<file path="config.mk">
export PLATFORM = sky130hd
export DESIGN_NAME = conv_frame_fsm_flat
export DESIGN_NICKNAME = d
export VERILOG_FILES = /design/src/rtl/conv_pkg.sv /design/src/rtl/conv_frame_fsm_if.sv /design/src/rtl/conv_valid_pipe.sv /design/src/rtl/conv_frame_fsm.sv /design/src/flat_wrapper.sv
export SDC_FILE = /design/constraint.sdc
export NUM_CORES = 1
export LEC_CHECK = 0
export CELL_PAD_IN_SITES_DETAIL_PLACEMENT = 1
export CELL_PAD_IN_SITES_GLOBAL_PLACEMENT = 1
export CORE_MARGIN = 2
export CORE_UTILIZATION = 28
export CTS_BUF_LIST = sky130_fd_sc_hd__clkbuf_4
export CTS_CLUSTER_SIZE = 40
export DETAILED_ROUTE_END_ITERATION = 8
export HOLD_SLACK_MARGIN = 0.02
export PLACE_DENSITY = 0.67
export SYNTH_ARGS = -nofsm -noshare
export SYNTH_HDL_FRONTEND = slang
export SYNTH_HIERARCHICAL = 1
export SYNTH_SLANG_ARGS = --single-unit
</file>
<file path="constraint.sdc">
create_clock -name clock -period 2.2 [get_ports clock]
set_input_delay 0.66 -clock clock [delete_from_list [all_inputs] [get_ports clock]]
set_output_delay 0.66 -clock clock [all_outputs]
set_load 0.01 [all_outputs]
</file>
<file path="src/rtl/conv_pkg.sv">
// Shared definitions for the frame convolution controller: state encoding,
// default window geometry and the counter-width helper.
package conv_pkg;

  // Controller states. The encoding is fixed so it stays compatible with
  // tools and scripts that use the raw 2-bit values.
  typedef enum logic [1:0] {
    ST_IDLE   = 2'd0,
    ST_SHIFT  = 2'd1,
    ST_ROW_UP = 2'd2,
    ST_DRAIN  = 2'd3
  } conv_state_e;

  // Default geometry.
  localparam int RAM_SR_DEPTH_DEF  = 4;
  localparam int NUM_SR_ROWS_DEF   = 4;
  localparam int OUT_ROWS_DEF      = 2;
  localparam int MA_TREE_DEPTH_DEF = 4;

  // Bits needed to count 0..value-1. Never returns less than 1, so that
  // degenerate geometries still get a legal vector.
  function automatic int clog2_min1(input int value);
    return (value <= 2) ? 1 : $clog2(value);
  endfunction

endpackage

</file>
<file path="src/rtl/conv_frame_fsm_if.sv">
// Handshake and control bundle between the frame controller and its datapath.
// The slave modport is the controller's view; the master modport is the view
// of whatever drives the requests and the downstream ready.
interface conv_frame_fsm_if #(
  parameter int OUT_ROWS = conv_pkg::OUT_ROWS_DEF
);
  localparam int OR_W = conv_pkg::clog2_min1(OUT_ROWS);

  logic            input_start;
  logic            row_shift_in_rdy;
  logic            conv_ready;
  logic            sr_enable;
  logic            shift_row_up;
  logic            window_valid;
  logic            tree_advance;
  logic            conv_valid;
  logic [OR_W-1:0] out_row_idx;
  logic            conv_done;
  logic            busy;

  modport slave (
    input  input_start, row_shift_in_rdy, conv_ready,
    output sr_enable, shift_row_up, window_valid, tree_advance,
           conv_valid, out_row_idx, conv_done, busy
  );

  modport master (
    output input_start, row_shift_in_rdy, conv_ready,
    input  sr_enable, shift_row_up, window_valid, tree_advance,
           conv_valid, out_row_idx, conv_done, busy
  );

endinterface

</file>
<file path="src/rtl/conv_valid_pipe.sv">
// Valid-token pipeline that shadows the multiply-add tree. DEPTH registers in
// total; the last one is the output stage and doubles as conv_valid. The whole
// pipe only moves when the output stage is empty or being accepted, so a held
// result freezes everything behind it and an exiting token can replace an
// accepted result in the same cycle.
module conv_valid_pipe #(
  parameter int DEPTH = conv_pkg::MA_TREE_DEPTH_DEF
) (
  input  logic clock,
  input  logic reset,
  input  logic token_in,
  input  logic conv_ready,
  output logic tree_advance,
  output logic conv_valid
);

  logic [DEPTH-1:0] stage_reg;
  logic [DEPTH-1:0] stage_next;

  assign stage_next[0] = token_in;

  genvar gi;
  generate
    for (gi = 1; gi < DEPTH; gi++) begin : g_stage
      assign stage_next[gi] = stage_reg[gi-1];
    end
  endgenerate

  assign conv_valid   = stage_reg[DEPTH-1];
  assign tree_advance = !conv_valid || conv_ready;

  // Shift all stages together whenever the tree is allowed to advance.
  always_ff @(posedge clock or negedge reset) begin
    if (!reset) begin
      stage_reg <= '0;
    end else if (tree_advance) begin
      stage_reg <= stage_next;
    end
  end

endmodule

</file>
<file path="src/rtl/conv_frame_fsm.sv">
// Frame sequencer for the row shift-register / multiply-add tree datapath.
// Loads NUM_SR_ROWS rows for the first window, then one extra row per further
// output row, and hands results downstream on a valid/ready handshake whose
// backpressure stalls both column shifting and the tree.
module conv_frame_fsm
  import conv_pkg::*;
#(
  parameter int RAM_SR_DEPTH  = RAM_SR_DEPTH_DEF,
  parameter int NUM_SR_ROWS   = NUM_SR_ROWS_DEF,
  parameter int OUT_ROWS      = OUT_ROWS_DEF,
  parameter int MA_TREE_DEPTH = MA_TREE_DEPTH_DEF
) (
  input logic             clock,
  input logic             reset,
  conv_frame_fsm_if.slave bus
);

  localparam int COL_W = clog2_min1(RAM_SR_DEPTH);
  localparam int ROW_W = clog2_min1(NUM_SR_ROWS + OUT_ROWS);
  localparam int OR_W  = clog2_min1(OUT_ROWS);

  localparam logic [1:0] IDLE   = ST_IDLE;
  localparam logic [1:0] SHIFT  = ST_SHIFT;
  localparam logic [1:0] ROW_UP = ST_ROW_UP;
  localparam logic [1:0] DRAIN  = ST_DRAIN;

  // Last column of a row, first row that completes a full window, last row
  // of the frame, and index of the final output row.
  localparam logic [COL_W-1:0] COL_LAST  = COL_W'(RAM_SR_DEPTH - 1);
  localparam logic [ROW_W-1:0] WIN_FIRST = ROW_W'(NUM_SR_ROWS - 1);
  localparam logic [ROW_W-1:0] ROW_LAST  = ROW_W'(NUM_SR_ROWS + OUT_ROWS - 2);
  localparam logic [OR_W-1:0]  IDX_LAST  = OR_W'(OUT_ROWS - 1);

  logic [1:0]       state_reg, state_next;
  logic [COL_W-1:0] col_cnt_reg, col_cnt_next;
  logic [ROW_W-1:0] row_cnt_reg, row_cnt_next;
  logic [OR_W-1:0]  idx_reg;
  logic             done_reg;

  logic tree_advance;
  logic conv_valid;
  logic sr_enable;
  logic row_complete;
  logic window_valid;
  logic handshake;
  logic final_handshake;

  conv_valid_pipe #(
    .DEPTH(MA_TREE_DEPTH)
  ) u_valid_pipe (
    .clock       (clock),
    .reset       (reset),
    .token_in    (window_valid),
    .conv_ready  (bus.conv_ready),
    .tree_advance(tree_advance),
    .conv_valid  (conv_valid)
  );

  assign sr_enable       = (state_reg == SHIFT) && bus.row_shift_in_rdy && tree_advance;
  assign row_complete    = sr_enable && (col_cnt_reg == COL_LAST);
  assign window_valid    = row_complete && (row_cnt_reg >= WIN_FIRST);
  assign handshake       = conv_valid && bus.conv_ready;
  assign final_handshake = handshake && (idx_reg == IDX_LAST);

  assign bus.sr_enable    = sr_enable;
  assign bus.shift_row_up = (state_reg == ROW_UP);
  assign bus.window_valid = window_valid;
  assign bus.tree_advance = tree_advance;
  assign bus.conv_valid   = conv_valid;
  assign bus.out_row_idx  = idx_reg;
  assign bus.conv_done    = done_reg;
  assign bus.busy         = (state_reg != IDLE);

  // Next state and column/row counters; the final handshake always wins and
  // closes the frame.
  always_comb begin
    state_next   = state_reg;
    col_cnt_next = col_cnt_reg;
    row_cnt_next = row_cnt_reg;
    case (state_reg)
      IDLE: begin
        if (bus.input_start) begin
          state_next   = SHIFT;
          col_cnt_next = '0;
          row_cnt_next = '0;
        end
      end
      SHIFT: begin
        if (row_complete) begin
          col_cnt_next = '0;
          row_cnt_next = row_cnt_reg + 1'b1;
          state_next   = (row_cnt_reg == ROW_LAST) ? DRAIN : ROW_UP;
        end else if (sr_enable) begin
          col_cnt_next = col_cnt_reg + 1'b1;
        end
      end
      ROW_UP: begin
        state_next = SHIFT;
      end
      DRAIN: begin
        state_next = DRAIN;
      end
      default: begin
        state_next = IDLE;
      end
    endcase
    if (final_handshake) begin
      state_next = IDLE;
    end
  end

  // State and counter registers.
  always_ff @(posedge clock or negedge reset) begin
    if (!reset) begin
      state_reg   <= IDLE;
      col_cnt_reg <= '0;
      row_cnt_reg <= '0;
    end else begin
      state_reg   <= state_next;
      col_cnt_reg <= col_cnt_next;
      row_cnt_reg <= row_cnt_next;
    end
  end

  // Output-row index follows accepted results; the done pulse marks the
  // cycle after the last row is accepted.
  always_ff @(posedge clock or negedge reset) begin
    if (!reset) begin
      idx_reg  <= '0;
      done_reg <= 1'b0;
    end else begin
      done_reg <= final_handshake;
      if (final_handshake) begin
        idx_reg <= '0;
      end else if (handshake) begin
        idx_reg <= idx_reg + 1'b1;
      end
    end
  end

endmodule

</file>
<file path="src/flat_wrapper.sv">
// flat-port wrapper written by rule: the top's interface ports become plain ports
module conv_frame_fsm_flat import conv_pkg::*;
#(
  parameter int RAM_SR_DEPTH  = RAM_SR_DEPTH_DEF,
  parameter int NUM_SR_ROWS   = NUM_SR_ROWS_DEF,
  parameter int OUT_ROWS      = OUT_ROWS_DEF,
  parameter int MA_TREE_DEPTH = MA_TREE_DEPTH_DEF
)
  (clock, reset, bus_input_start, bus_row_shift_in_rdy, bus_conv_ready, bus_sr_enable, bus_shift_row_up, bus_window_valid, bus_tree_advance, bus_conv_valid, bus_out_row_idx, bus_conv_done, bus_busy);
  conv_frame_fsm_if #(.OUT_ROWS(OUT_ROWS)) bus_i ();
  input logic clock;
  input logic reset;
  input wire logic [$bits(bus_i.input_start)-1:0] bus_input_start;
  input wire logic [$bits(bus_i.row_shift_in_rdy)-1:0] bus_row_shift_in_rdy;
  input wire logic [$bits(bus_i.conv_ready)-1:0] bus_conv_ready;
  output wire logic [$bits(bus_i.sr_enable)-1:0] bus_sr_enable;
  output wire logic [$bits(bus_i.shift_row_up)-1:0] bus_shift_row_up;
  output wire logic [$bits(bus_i.window_valid)-1:0] bus_window_valid;
  output wire logic [$bits(bus_i.tree_advance)-1:0] bus_tree_advance;
  output wire logic [$bits(bus_i.conv_valid)-1:0] bus_conv_valid;
  output wire logic [$bits(bus_i.out_row_idx)-1:0] bus_out_row_idx;
  output wire logic [$bits(bus_i.conv_done)-1:0] bus_conv_done;
  output wire logic [$bits(bus_i.busy)-1:0] bus_busy;
  assign bus_i.input_start = bus_input_start;
  assign bus_i.row_shift_in_rdy = bus_row_shift_in_rdy;
  assign bus_i.conv_ready = bus_conv_ready;
  assign bus_sr_enable = bus_i.sr_enable;
  assign bus_shift_row_up = bus_i.shift_row_up;
  assign bus_window_valid = bus_i.window_valid;
  assign bus_tree_advance = bus_i.tree_advance;
  assign bus_conv_valid = bus_i.conv_valid;
  assign bus_out_row_idx = bus_i.out_row_idx;
  assign bus_conv_done = bus_i.conv_done;
  assign bus_busy = bus_i.busy;
  conv_frame_fsm #(.RAM_SR_DEPTH(RAM_SR_DEPTH), .NUM_SR_ROWS(NUM_SR_ROWS), .OUT_ROWS(OUT_ROWS), .MA_TREE_DEPTH(MA_TREE_DEPTH)) u_core (.clock(clock), .reset(reset), .bus(bus_i));
endmodule
</file>
Word level (Yosys, flattened, before mapping)

Cells that the tools add are included.

Bits in registers: 13
Latch bits: 0
RAM bits: 0
Memory bits (read-only): 0
Input port bits: 5
Word-level logic and storage cells: 49
Memories: 0

Add/subtract/negate cells: 3
Multipliers: 0
Div/mod/pow operators: 0
$lt $le $gt $ge: 1
Equality and inequality tests: 10
Shift operators: 0
Muxes and demuxes: 14
Bitwise operators: 0
Reductions and logical operators: 15

Operator list:

| cell                                                                     | count |
|---|---|
| 2-bit two-way mux                                                        | 6 |
| 2-bit case mux with 4 select lines                                       | 1 |
| 2-bit == test (second input constant)                                    | 3 |
| 1-bit logical AND                                                        | 6 |
| 3-bit two-way mux                                                        | 2 |
| 3-bit by 1-bit inequality test with 1-bit output (second input constant) | 2 |
| 3-bit case mux with 2 select lines                                       | 1 |
| 3-bit AND reduction                                                      | 2 |
| 2-bit nonzero test                                                       | 3 |
| 2-bit case mux with 2 select lines                                       | 1 |
| 3-bit by 1-bit adder with 3-bit output (second input constant)           | 1 |
| 3-bit == test (second input constant)                                    | 1 |
| 3-bit by 2-bit >= comparator with 1-bit output (second input constant)   | 1 |
| 1-bit two-way mux                                                        | 3 |
| 3-bit by 2-bit inequality test with 1-bit output (second input constant) | 1 |
| 2-bit by 1-bit adder with 2-bit output (second input constant)           | 1 |
| 2-bit by 1-bit == test with 1-bit output (second input constant)         | 1 |
| 2-bit zero test                                                          | 1 |
| 2-bit by 1-bit inequality test with 1-bit output (second input constant) | 1 |
| 2-bit inequality test (second input constant)                            | 1 |
| 2-bit AND reduction                                                      | 1 |
| 1-bit adder (second input constant)                                      | 1 |
| 1-bit zero test                                                          | 1 |
| 1-bit logical OR                                                         | 1 |

Longest topological paths before layout

Depth after elaboration: 7
Mapped depth: 5

By module

Netlist, hierarchy kept.

Modules (own cells, without submodules):

| module          | instances | cells an instance | area an instance (µm²) | sequential area each (µm²) |
|---|---|---|---|---|
| conv_frame_fsm  | 1         | 54                | 529.3                  | 225.2 |
| conv_valid_pipe | 1         | 9                 | 166.4                  | 100.1 |

Worst setup path after synthesis

No wires, ideal clock.

Kind: input to output
Start: input port bus_conv_ready
End: output port bus_window_valid
Arrival time: 1,463 ps
Data required time: 1,540 ps
Setup slack: 77 ps
Stages on the path: 4
Cell sequence: nand2b_4 > nand3_2 > nand2b_4 > nor3_1

Cells in the longest elaborated chain, start to end: 4

RTL lines:

| item              | RTL line              | text |
|---|---|---|
| from (decl)       | flat_wrapper.sv:15    | `input wire logic [$bits(bus_i.conv_ready)-1:0] bus_conv_ready;` |
| 1-bit logical OR  | conv_valid_pipe.sv:30 | `assign tree_advance = !conv_valid \|\| conv_ready;` |
| 1-bit logical AND | conv_frame_fsm.sv:59  | `assign sr_enable = (state_reg == SHIFT) && bus.row_shift_in_rdy && tree_advance;` |
| 1-bit logical AND | conv_frame_fsm.sv:60  | `assign row_complete = sr_enable && (col_cnt_reg == COL_LAST);` |
| 1-bit logical AND | conv_frame_fsm.sv:61  | `assign window_valid = row_complete && (row_cnt_reg >= WIN_FIRST);` |
| to (decl)         | flat_wrapper.sv:18    | `output wire logic [$bits(bus_i.window_valid)-1:0] bus_window_valid;` |

No other way between the ends.

Final worst setup path

Ends and elaborated chain as after synthesis.

==> out/metrics.cfg <==
[power_and_ir_drop]
power.internal_uw=330
irDropWorstVdd_v=0.000334
powerDensity_mw_per_mm2=411
switching_share_pct=21.1
pwr-share-seq_pct=57.1
p_sw_uw=88.2
power_frac_comb_pct=4.2
p_leak_nw=0.492
clkPwrFrac_pct=38.7

[finish]
nets=102
regArea_sq_um=325
fin_util_pct=42.2
drive_gt1_share_pct=40.2
largest_register_ffs=4
multi_input_area_sq_um=390
fillers=267
area_growth_syn_to_layout_pct=46.2
mostFrequentLayoutCells=13 x buf_4, 13 x dfrtp_1, 10 x nand2_1, 6 x clkdlybuf4s50_1
antennaDiodeCount=0

[setup_path]
slowest_stage=nand2b_4
path_cells=clkbuf_2 -> nand2b_4 -> nand3_2 -> nand2b_4 -> nor3_4 -> buf_2
cpMostUsedCell=nand2b_4
path_delay_family=simple AND/OR/NAND/NOR gates
slowest_delay_ns=0.16
setup.worst_path.class=input port to output pin
ff2ff_path_depth=6
critPathBufInv=2
cp.arrival_ns=1.46
required_ns=1.54
critPathLaunchType=input port
r2r-start=u_core/u_valid_pipe/stage_reg[3]$_DFFE_PN0P_
endpoint_kind=output pin
rrSetupSlack_ns=0.79
crit_path_max_fanout=3
r2r_end=u_core/state_reg[0]$_DFFE_PN0P_

[floorplan]
rows=18
initial_core_util_pct=28.9
dieArea_sq_mm=0.00290
chipWidth_um=53.8
io_pins=13
die_h_um=53.8
core_sq_mm=0.00241

[cts]
cts_tree=done
cts-root-buf=clkbuf_4
htree_levels=1
path_clk_slew_ns=0.07
cts_made_buffers=3
clk_latency_ns=0.28
cts.sinks=13
clock_path_buffers=2

[synth]
synthArstFlopShare_pct=100
synth-edff-count=0
syn_area_sq_um=696
ys_warn_count=6
ys_types=25
syn_nets=72
synthCells=63
ys_seq_area_share_pct=46.8
synth_seq_cells=13
avgSynthCellArea_sq_um=11.0
synthFlopType=dfrtp_1

[timing]
rsz0062_at_grt=false
finalClockSkew_ns=0.00493
hold_viol=0
fin_crit_ns=2.12
slew_violations=0
worst_pin_slew_ns=0.627
slew-limit-headroom_pct=58.1
finalSetupViolations=0
final.period_utilization_pct=96.2
clock.fmax_mhz=472
setup_ws_ns=0.0833

[min_path]
min_path_cells=1
hp-start=u_core/u_valid_pipe/stage_reg[2]$_DFFE_PN0P_
hp-class=register to register
holdPathEnd=u_core/u_valid_pipe/stage_reg[3]$_DFFE_PN0P_

[route]
drtAntennaViolNets=0
wirelength_mm=1.72
drtIter0Drc=2
wl_per_cell_um=14.1
avgViaCountPerCell=4.80
dr.pass1.iters=4
via_count=585
drc=0

[grt]
grt_pass1_vias=627
grt-ovfl-total=0
grt_max_degree=14
grt_usage_pct=14.3
grt_pass1_wl_mm=2.82
grt_antenna_before_repair=0

[placement]
dp.final_hpwl_mm=1.28
port_buffers=12
preCtsSetupSlack_ns=-0.815
globalplace.congestion=0.805

[run]
drv_cap=0

[run_status]
status=completed

## synth_stat cells, types with 2 or more instances
cell	count	area [sq um]
mux2_4	3	45.0
nand2b_4	2	27.5
o21ai_0	2	10.0
o311ai_2	2	32.5
dfrtp_1	13	325
nor3_1	2	10.0
nor2_1	2	7.51
nand3_1	3	15.0
a211oi_1	2	15.0
a22oi_1	2	15.0
inv_1	4	15.0
nand2_1	10	37.5
ha_1	4	50.1
## timing repair
action,in CTS,in global routing
endpoints found under the setup margin,4,3
hold buffers,0,0
buffers inserted,1,0
gates resized for setup,15,9
endpoints found under the hold margin,0,0
pin swaps,1,2
## worst max-delay path by stage
stage                             endpoint  cells after the start  slack [ns]                       startpoint
after floorplan           bus_window_valid                      4        0.08                   bus_conv_ready
after global placement    bus_window_valid                      6       -0.78                   bus_conv_ready
after detailed placement  bus_window_valid                      6       -0.81                   bus_conv_ready
after CTS                 bus_window_valid                      6       -0.04                   bus_conv_ready
after global routing              bus_busy                      4       0.001  u_core/state_reg[1]$_DFFE_PN0P_
final                     bus_window_valid                      6        0.08                   bus_conv_ready
## cell type report
type                       instances  share of cell area [%]
multi-input combinational         44                    38.4
sequential                        13                    32.0
timing repair buffer              26                    21.2
tap                               30                    3.69
clock buffer                       4                    2.95
inverter                           5                    1.85
## cell families (layout without fill, tap and decap cells)
family                   Yosys count  in the layout  synth area share [%]
AO/OA/AOI/OAI                     12             12                  15.1
multiplexers                       3              3                  6.47
XOR/XNOR                           1              1                  1.26
buffers and inverters              6             35                  3.42
adder cells (fa/ha/maj)            4              4                  7.19
AND/OR/NAND/NOR                   24             24                  19.8
flip-flops                        13             13                  46.8
## worst reg2reg max path, stage by stage, from the launching register on
cell	delay, ns
dfrtp_1	0.41
nand2b_4	0.09
buf_6	0.13
nand2_1	0.08
buf_4	0.15
o32ai_1	0.30
a21oi_1	0.12
## metal layers
metal | wire (um) | global-route usage (%) | up-vias
met1 | 703 | 15.6 | 290
met4 | 8 | 3.85 | 0
met2 | 890 | 24.8 | 16
met3 | 119 | 6.39 | 2
met5 | 0 | 0 | -
li1 | - | - | 277
## per-stage QoR
step	total power, mW	cell area [sq um]	TNS [ns]	hold slack [ns]	cells
global route	0.440	1020	0	0.515	122
detailed placement	0.263	946	-2.08	0.461	117
CTS	0.431	988	-0.0365	0.480	122
global placement	0.262	946	-1.96	0.453	117
floorplan	0.245	696	0	0.364	63
finish	0.418	1020	0	0.477	122
## power groups by stage
| stage | Clock (mW) | Combinational (mW) | Sequential, mW |
|---|---|---|---|
| floorplan | 0 | 0.00187 | 0.244 |
| global placement | 0 | 0.0184 | 0.243 |
| detailed placement | 0 | 0.0191 | 0.243 |
| CTS | 0.174 | 0.0180 | 0.239 |
| global route | 0.182 | 0.0192 | 0.239 |
| finish | 0.162 | 0.0174 | 0.239 |
Note: power is estimated with default switching activity, not from simulation.
